--- src/rtl/fsm_test_sequencer.sv ---
// Test sequencer for a Mealy FSM-under-test: buffers host stimulus, resets the FSM, steps it
// one vector at a time and compacts its outputs into a MISR signature checked against golden.
module fsm_test_sequencer #(
    parameter int unsigned         IN_W     = 5,
    parameter int unsigned         OUT_W    = 8,
    parameter int unsigned         DEPTH    = 16,
    parameter int unsigned         SIG_W    = 16,
    parameter logic [SIG_W-1:0]    SIG_SEED = 16'hFFFF,
    localparam int unsigned        AW       = $clog2(DEPTH),
    localparam int unsigned        CW       = AW + 1
) (
    input  logic             clk_i,
    input  logic             rst_i,
    input  logic             clear_i,
    input  logic             load_valid_i,
    output logic             load_ready_o,
    input  logic [IN_W-1:0]  load_data_i,
    input  logic             start_i,
    input  logic [SIG_W-1:0] golden_sig_i,
    output logic             busy_o,
    output logic             done_o,
    output logic             pass_o,
    output logic [SIG_W-1:0] sig_o,
    output logic [CW-1:0]    n_vec_o,
    output logic             dut_rst_o,
    output logic             dut_en_o,
    output logic [IN_W-1:0]  dut_x_o,
    input  logic [OUT_W-1:0] dut_y_i
);

    typedef enum logic [2:0] {StIdle, StRstDut, StApply, StStep, StDone} state_e;

    state_e            state_q;
    logic [CW-1:0]     n_vec_q;
    logic [CW-1:0]     rd_ptr_q;
    logic [SIG_W-1:0]  sig_q;
    logic [SIG_W-1:0]  sig_d;
    logic              busy_q;
    logic              done_q;
    logic              dut_en_q;
    logic              dut_rst_q;
    logic [IN_W-1:0]   dut_x_q;
    logic [IN_W-1:0]   mem_q [DEPTH];

    logic              host_phase;
    logic              load_fire;
    logic              fb;
    logic [AW-1:0]     nxt_idx;

    assign host_phase   = (state_q == StIdle) || (state_q == StDone);
    assign load_ready_o = host_phase && (n_vec_q < CW'(DEPTH));
    assign load_fire    = load_valid_i && load_ready_o && !clear_i;
    assign nxt_idx      = rd_ptr_q[AW-1:0] + AW'(1);

    // x^16 + x^15 + x^13 + x^4 + 1
    assign fb    = sig_q[SIG_W-1] ^ sig_q[SIG_W-2] ^ sig_q[12] ^ sig_q[3];
    assign sig_d = {sig_q[SIG_W-2:0], fb} ^ SIG_W'(dut_y_i);

    always_ff @(posedge clk_i) begin
        if (load_fire) begin
            mem_q[n_vec_q[AW-1:0]] <= load_data_i;
        end
    end

    always_ff @(posedge clk_i or posedge rst_i) begin
        if (rst_i) begin
            state_q   <= StIdle;
            n_vec_q   <= '0;
            rd_ptr_q  <= '0;
            sig_q     <= SIG_SEED;
            busy_q    <= 1'b0;
            done_q    <= 1'b0;
            dut_en_q  <= 1'b0;
            dut_rst_q <= 1'b0;
            dut_x_q   <= '0;
        end else begin
            dut_en_q  <= 1'b0;
            dut_rst_q <= 1'b0;
            unique case (state_q)
                StIdle, StDone: begin
                    if (clear_i) begin
                        n_vec_q <= '0;
                        done_q  <= 1'b0;
                    end else begin
                        if (load_fire) begin
                            n_vec_q <= n_vec_q + CW'(1);
                        end
                        if (start_i) begin
                            state_q   <= StRstDut;
                            sig_q     <= SIG_SEED;
                            rd_ptr_q  <= '0;
                            done_q    <= 1'b0;
                            busy_q    <= 1'b1;
                            dut_rst_q <= 1'b1;
                        end
                    end
                end
                StRstDut: begin
                    if (n_vec_q != '0) begin
                        state_q <= StApply;
                        dut_x_q <= mem_q[0];
                    end else begin
                        state_q <= StDone;
                        busy_q  <= 1'b0;
                        done_q  <= 1'b1;
                    end
                end
                StApply: begin
                    sig_q    <= sig_d;
                    state_q  <= StStep;
                    dut_en_q <= 1'b1;
                end
                StStep: begin
                    rd_ptr_q <= rd_ptr_q + CW'(1);
                    if (rd_ptr_q == n_vec_q - CW'(1)) begin
                        state_q <= StDone;
                        busy_q  <= 1'b0;
                        done_q  <= 1'b1;
                        dut_x_q <= '0;
                    end else begin
                        state_q <= StApply;
                        dut_x_q <= mem_q[nxt_idx];
                    end
                end
                default: state_q <= StIdle;
            endcase
        end
    end

    assign busy_o    = busy_q;
    assign done_o    = done_q;
    assign pass_o    = done_q && (sig_q == golden_sig_i);
    assign sig_o     = sig_q;
    assign n_vec_o   = n_vec_q;
    // The FSM-under-test must see reset for as long as the sequencer itself is in reset.
    assign dut_rst_o = rst_i || dut_rst_q;
    assign dut_en_o  = dut_en_q;
    assign dut_x_o   = dut_x_q;

endmodule
--- config.mk ---
export PLATFORM = sky130hd
export DESIGN_NAME = fsm_test_sequencer
export DESIGN_NICKNAME = d
export VERILOG_FILES = /design/src/rtl/fsm_test_sequencer.sv
export SDC_FILE = /design/constraint.sdc
export NUM_CORES = 1
export LEC_CHECK = 0
export CORE_ASPECT_RATIO = 1.5
export CORE_MARGIN = 3
export CORE_UTILIZATION = 50
export DETAILED_ROUTE_END_ITERATION = 10
export PLACE_DENSITY = 0.76
export RECOVER_POWER = 25
export SLEW_MARGIN = 20
export SYNTH_ARGS = -nofsm -noshare
export SYNTH_HDL_FRONTEND = slang
export SYNTH_SLANG_ARGS = --single-unit
--- constraint.sdc ---
create_clock -name clk_i -period 2.24 [get_ports clk_i]
set_clock_uncertainty 0.2 [all_clocks]
set_input_delay 0.448 -clock clk_i [delete_from_list [all_inputs] [get_ports clk_i]]
set_output_delay 0.448 -clock clk_i [all_outputs]
set_load 0.01 [all_outputs]
* After elaboration in Yosys (flattened, before gate mapping)
Memory sizes are Yosys's and may differ from the RTL's. Index checks and enable logic that the tools add are counted.
Storage, ports and cells: register bits after elaboration 38, bits in latches 0, RAM bits 80, bits in read-only memories 0, word-level logic and storage cells 85, memories kept 1
Memories:
- mem_q | depth 16, bits a word 5, read ports 2, clocked after Yosys merged registers in 0, write ports 1, RTL line 43 | logic [IN_W-1:0] mem_q [DEPTH];
Operators by class: $add $sub $neg 4, multipliers 0, divide/modulo/power cells 0, order comparisons 1, equality and inequality tests 12, shift-type cells 0, muxes and demuxes 32, bitwise gates (word level) 4, reductions and logical operators 22
Operator list (count):
- $mux 16 | 2
- $pmux 16 s2 | 1
- $mux 5 | 6
- $pmux 5 s2 | 2
- $eq 16x16->1 | 1
- $xor 16x8->16 | 1
- $mux 1 | 14
- $mux 3 | 4
- $pmux 3 s4 | 1
- $add 5x1->5 const B | 2
- $ne 2x2->1 const B | 5
- $reduce_bool 2->1 | 4
- $eq 3x2->1 const B | 2
- $pmux 1 s3 | 2
- $reduce_and 2->1 | 3
- $reduce_and 3->1 | 2
- $eq 5x5->1 | 1
- $lt 5x5->1 const B | 1
- $reduce_and 5->1 | 1
- $reduce_bool 5->1 | 1
- $sub 5x1->5 const B | 1
- $add 4x1->4 const B | 1
- $logic_and 1x1->1 | 4
- $reduce_and 4->1 | 1
- 9 further kinds | 12

* Longest topological paths before layout
word-level depth 7, depth in mapped cells 8, gate-level depth less buffers 7

* Least setup slack after synthesis
OpenSTA, ideal clock, no wires.
kind reg-to-reg, start point reg rd_ptr_q[1], end point reg dut_x_q[0], in the netlist dut_x_o[0], library setup time 0.139 ns, arrival time 1.814 ns, setup slack 0.087 ns, cell stages (with the launch flop) 7, clock period less this slack 2.153 ns, cells stage by stage dfrtp_1 -> ha_1 -> buf_1 -> mux4_2 -> mux2_2 -> o21ai_1 -> o21ai_0
Between the ends: longest elaborated chain between the ends 4
Ends and longest elaborated chain:
- from (decl) | RTL line 35 | logic [CW-1:0] rd_ptr_q;
- from (signal assigned) | RTL line 114 | rd_ptr_q <= rd_ptr_q + CW'(1);
- $add 4x1->4 | RTL line 53 | assign nxt_idx = rd_ptr_q[AW-1:0] + AW'(1);
- $mem_v2 16x5
- $mux 5 (*) | RTL line 115 | if (rd_ptr_q == n_vec_q - CW'(1)) begin
- $pmux 5 s2 (*) | RTL line 79 | unique case (state_q)
- to (signal assigned) | RTL line 101 | dut_x_q <= mem_q[0];
- to (signal assigned) | RTL line 122 | dut_x_q <= mem_q[nxt_idx];
- to (decl) | RTL line 42 | logic [IN_W-1:0] dut_x_q;
Mark *: on every way between the ends. The rest lies on a longest branch, timed or not. A chain may end at the register's enable or synchronous reset.

* Worst setup path after layout
start point reg sig_q[7], in the netlist sig_o[7], end point out pass_o
Between the ends: longest elaborated chain between the ends 2
Ends and longest elaborated chain:
- from (decl) | RTL line 36 | logic [SIG_W-1:0] sig_q;
- from (signal assigned) | RTL line 109 | sig_q <= sig_d;
- $eq 16x16->1 | RTL line 132 | assign pass_o = done_q && (sig_q == golden_sig_i);
- $logic_and 1x1->1 | RTL line 132
- to (decl) | RTL line 22 | output logic pass_o,
Every way passes these cells.

==> results.json <==
{
  "status": "finished, violations left",
  "violations": "negative setup slack",
  "avgSynthCellArea_sq_um": 14.4,
  "fillers": 718,
  "p_leak_nw": 2.62,
  "clk_pin_slew_ns": 0.05,
  "grt_pass1_wl_mm": 19.5,
  "worstPathArrival_ns": 1.75,
  "startpoint_type": "flop",
  "fin_area_sq_mm": 0.00707,
  "drt_wl_total_mm": 12.4,
  "yosysTopAreaCell": "edfxtp_1",
  "via_count": 3555,
  "clock_sinks": 118,
  "io_pins": 66,
  "drtAntennaViolNets": 0,
  "cts_root_buffer": "clkbuf_16",
  "dieArea_sq_mm": 0.0119,
  "setup_ws_ns": -0.159,
  "place.gp.congestion": 0.867,
  "fin_crit_sh_pct": 107,
  "p_sw_w": 0.00273,
  "antenna_found_initial": 0,
  "switching_share_pct": 30.4,
  "via_per_inst": 5.52,
  "drtPass1Iterations": 4,
  "period_needed_ns": 2.40,
  "synth.most_common_cell": "edfxtp_1",
  "r2r-start": "n_vec_o[0]",
  "placed_area_sq_mm": 0.00648,
  "synthCells": 369,
  "max-vdd-ir-drop_mv": 0.732,
  "setup_viol": 1,
  "start_util_pct": 51.9,
  "hold_path_class": "flop to flop",
  "power.share.combinational_pct": 38.3,
  "power.density_mw_per_mm2": 1270,
  "cts_tree": "yes",
  "drt-initial-drc-count": 152,
  "tightestPinTransition_ns": 0.964,
  "sequentialPowerShare_pct": 32.6,
  "syn_area_sq_mm": 0.00532,
  "startpoint": "sig_o[7]",
  "antenna_cells": 0,
  "crit_fanout": 2,
  "end_kind": "primary output",
  "synth.distinct_cells": 53,
  "drcViolationCount": 0,
  "hold_start": "state_q[2]",
  "cap_viol_max_count": 0,
  "grt_pass1_vias": 3712,
  "max_freq_mhz": 417,
  "die_x_microns": 90.2,
  "synthArstFlopShare_pct": 32.2,
  "cts_made_buffers": 17,
  "core_area_sq_mm": 0.0102,
  "rsz0062_at_grt": "true",
  "io_buffers": 65,
  "die_height_microns": 132,
  "grt_start_max_net_pins": 39,
  "clockBufferDepth": 2,
  "rows": 45,
  "syn_nets": 408,
  "slew_headroom_pct": 35.7,
  "synth_top_area_share_pct": 45.2,
  "yosysSeqAreaShare_pct": 63.4,
  "grt_overflow_total": 0,
  "routedWlPerCell_microns": 19.2,
  "drive_above_1_share_pct": 27.6,
  "slew_violations": 0,
  "worstSkewPairLatency_ns": 0.41,
  "intPower_w": 0.00623,
  "cts_max_level": 4,
  "ys_warn_count": 0,
  "synth-edff-count": 80,
  "critical_path_class": "flop to primary output",
  "worstPathRequired_ns": 1.59,
  "dp_hpwl_mm": 8.43,
  "nets": 532,
  "grt_usage_pct": 21.6,
  "synth_ff_type": "edfxtp_1",
  "clockPowerShare_pct": 29.1,
  "pre_cts_slack_ns": -0.660,
  "utilization_pct": 69.0,
  "syn2layout_area_growth_pct": 33.0,
  "hold_viol_final": 0,
  "r2r_setup_slack_ns": 0.09,
  "ys_top_cells_by_area": "edfxtp_1, dfrtp_1, mux4_2, dfstp_2, xnor2_1",
  "synthTopCellsByCount": "edfxtp_1, nor2_1, nand2_1, xnor2_1, dfrtp_1",
  "synth-seq-cells": 118
}
## critical path, stage by stage, from the launching register on
cell,delay [ns]
dfstp_2,0.54
xor2_1,0.07
nor4_1,0.27
nand4_1,0.11
nor4_1,0.18
buf_2,0.18
## final cells by class
| type | count | area (sq um) | share of cell area [%] |
|---|---|---|---|
| multi-input combinational | 230 | 1840 | 26.0 |
| clock buffer | 18 | 429 | 6.07 |
| timing repair buffer | 121 | 1100 | 15.5 |
| tap | 141 | 176 | 2.49 |
| inverter | 5 | 18.8 | 0.265 |
| sequential | 118 | 3380 | 47.7 |
| clock inverter | 11 | 136 | 1.93 |
## cells by family (layout without fill, tap and decap cells)
group           after synthesis  count (layout)  synth area share (%)
flops                       118             118                  63.4
simple gates                101             101                  9.36
compound gates               56              56                  6.49
xor+xnor                     36              36                  6.28
mux                          32              32                  10.9
buf+inv                      21             155                  2.33
fa+ha+maj                     5               5                  1.18
## what timing repair did
item | in CTS | in global routing
setup buffers | 0 | 1
endpoints found under the hold margin | 0 | 0
gates cloned | 0 | 1
resized for setup | 25 | 6
hold buffers | 0 | 0
pin swaps | 3 | 2
setup endpoints to repair | 25 | 13
## power groups by stage
| stage | clock (W) | combinational, W | sequential, W |
|---|---|---|---|
| global placement | 0 | 0.00326 | 0.00294 |
| detailed placement | 0 | 0.00333 | 0.00295 |
| CTS | 0.00265 | 0.00330 | 0.00291 |
| finish | 0.00261 | 0.00342 | 0.00292 |
| global route | 0.00274 | 0.00370 | 0.00295 |
| floorplan | 0 | 0.00189 | 0.00309 |
## metrics by stage
step	hold WS, ns	instances	total power, W	setup TNS (ns)
floorplan	0.296	369	0.00498	0
global placement	0.309	613	0.00619	-16.24
detailed placement	0.343	613	0.00628	-18.65
CTS	0.290	642	0.00886	-0.179
global route	0.365	644	0.00940	-0.245
finish	0.356	644	0.00895	-0.159
## state kept, by name, indices dropped and copies added (netlist names)
register and cells:
sig_o 16, mem_q 80, state_q 3, dut_en_o 1, rd_ptr_q 5, busy_o 1
dut_x_o 5, n_vec_o 5, done_o 1, dut_rst_q 1
## cells in the final DEF, fill, tap and decap left out, drive strengths merged, types with 5 or more instances in the layout
master,Yosys,final
a21oi,10,10
a22o,5,5
buf,13,55
clkbuf,3,20
clkdlybuf4s50,0,42
clkinv,1,8
dfrtp,22,22
dfstp,16,16
dlygate4sd2,0,17
edfxtp,80,80
ha,5,5
mux2,6,6
mux2i,6,6
mux4,20,20
nand2,31,31
nand4,6,6
nor2,33,33
nor3,11,11
o21ai,29,29
xnor2,23,23
xor2,13,13
## path summary, 6_finish.rpt
path	endpoint	depth (start not counted)
worst max-delay path	pass_o	5
worst min-delay path	state_q[1]	1
worst max register to register	busy_o	6
worst min register to register	state_q[1]	1
max in group asynchronous	n_vec_o[2]	3
min in group asynchronous	dut_rst_q	3
## metal layers
layer | track usage, % | vias up | wire, microns
met1 | 23.4 | 1767 | 4620
met2 | 38.8 | 146 | 6660
li1 | - | 1617 | -
met3 | 6.74 | 25 | 731
met4 | 8.94 | 0 | 348
met5 | 0 | - | 0
Note: power is estimated with default switching activity, not from simulation.
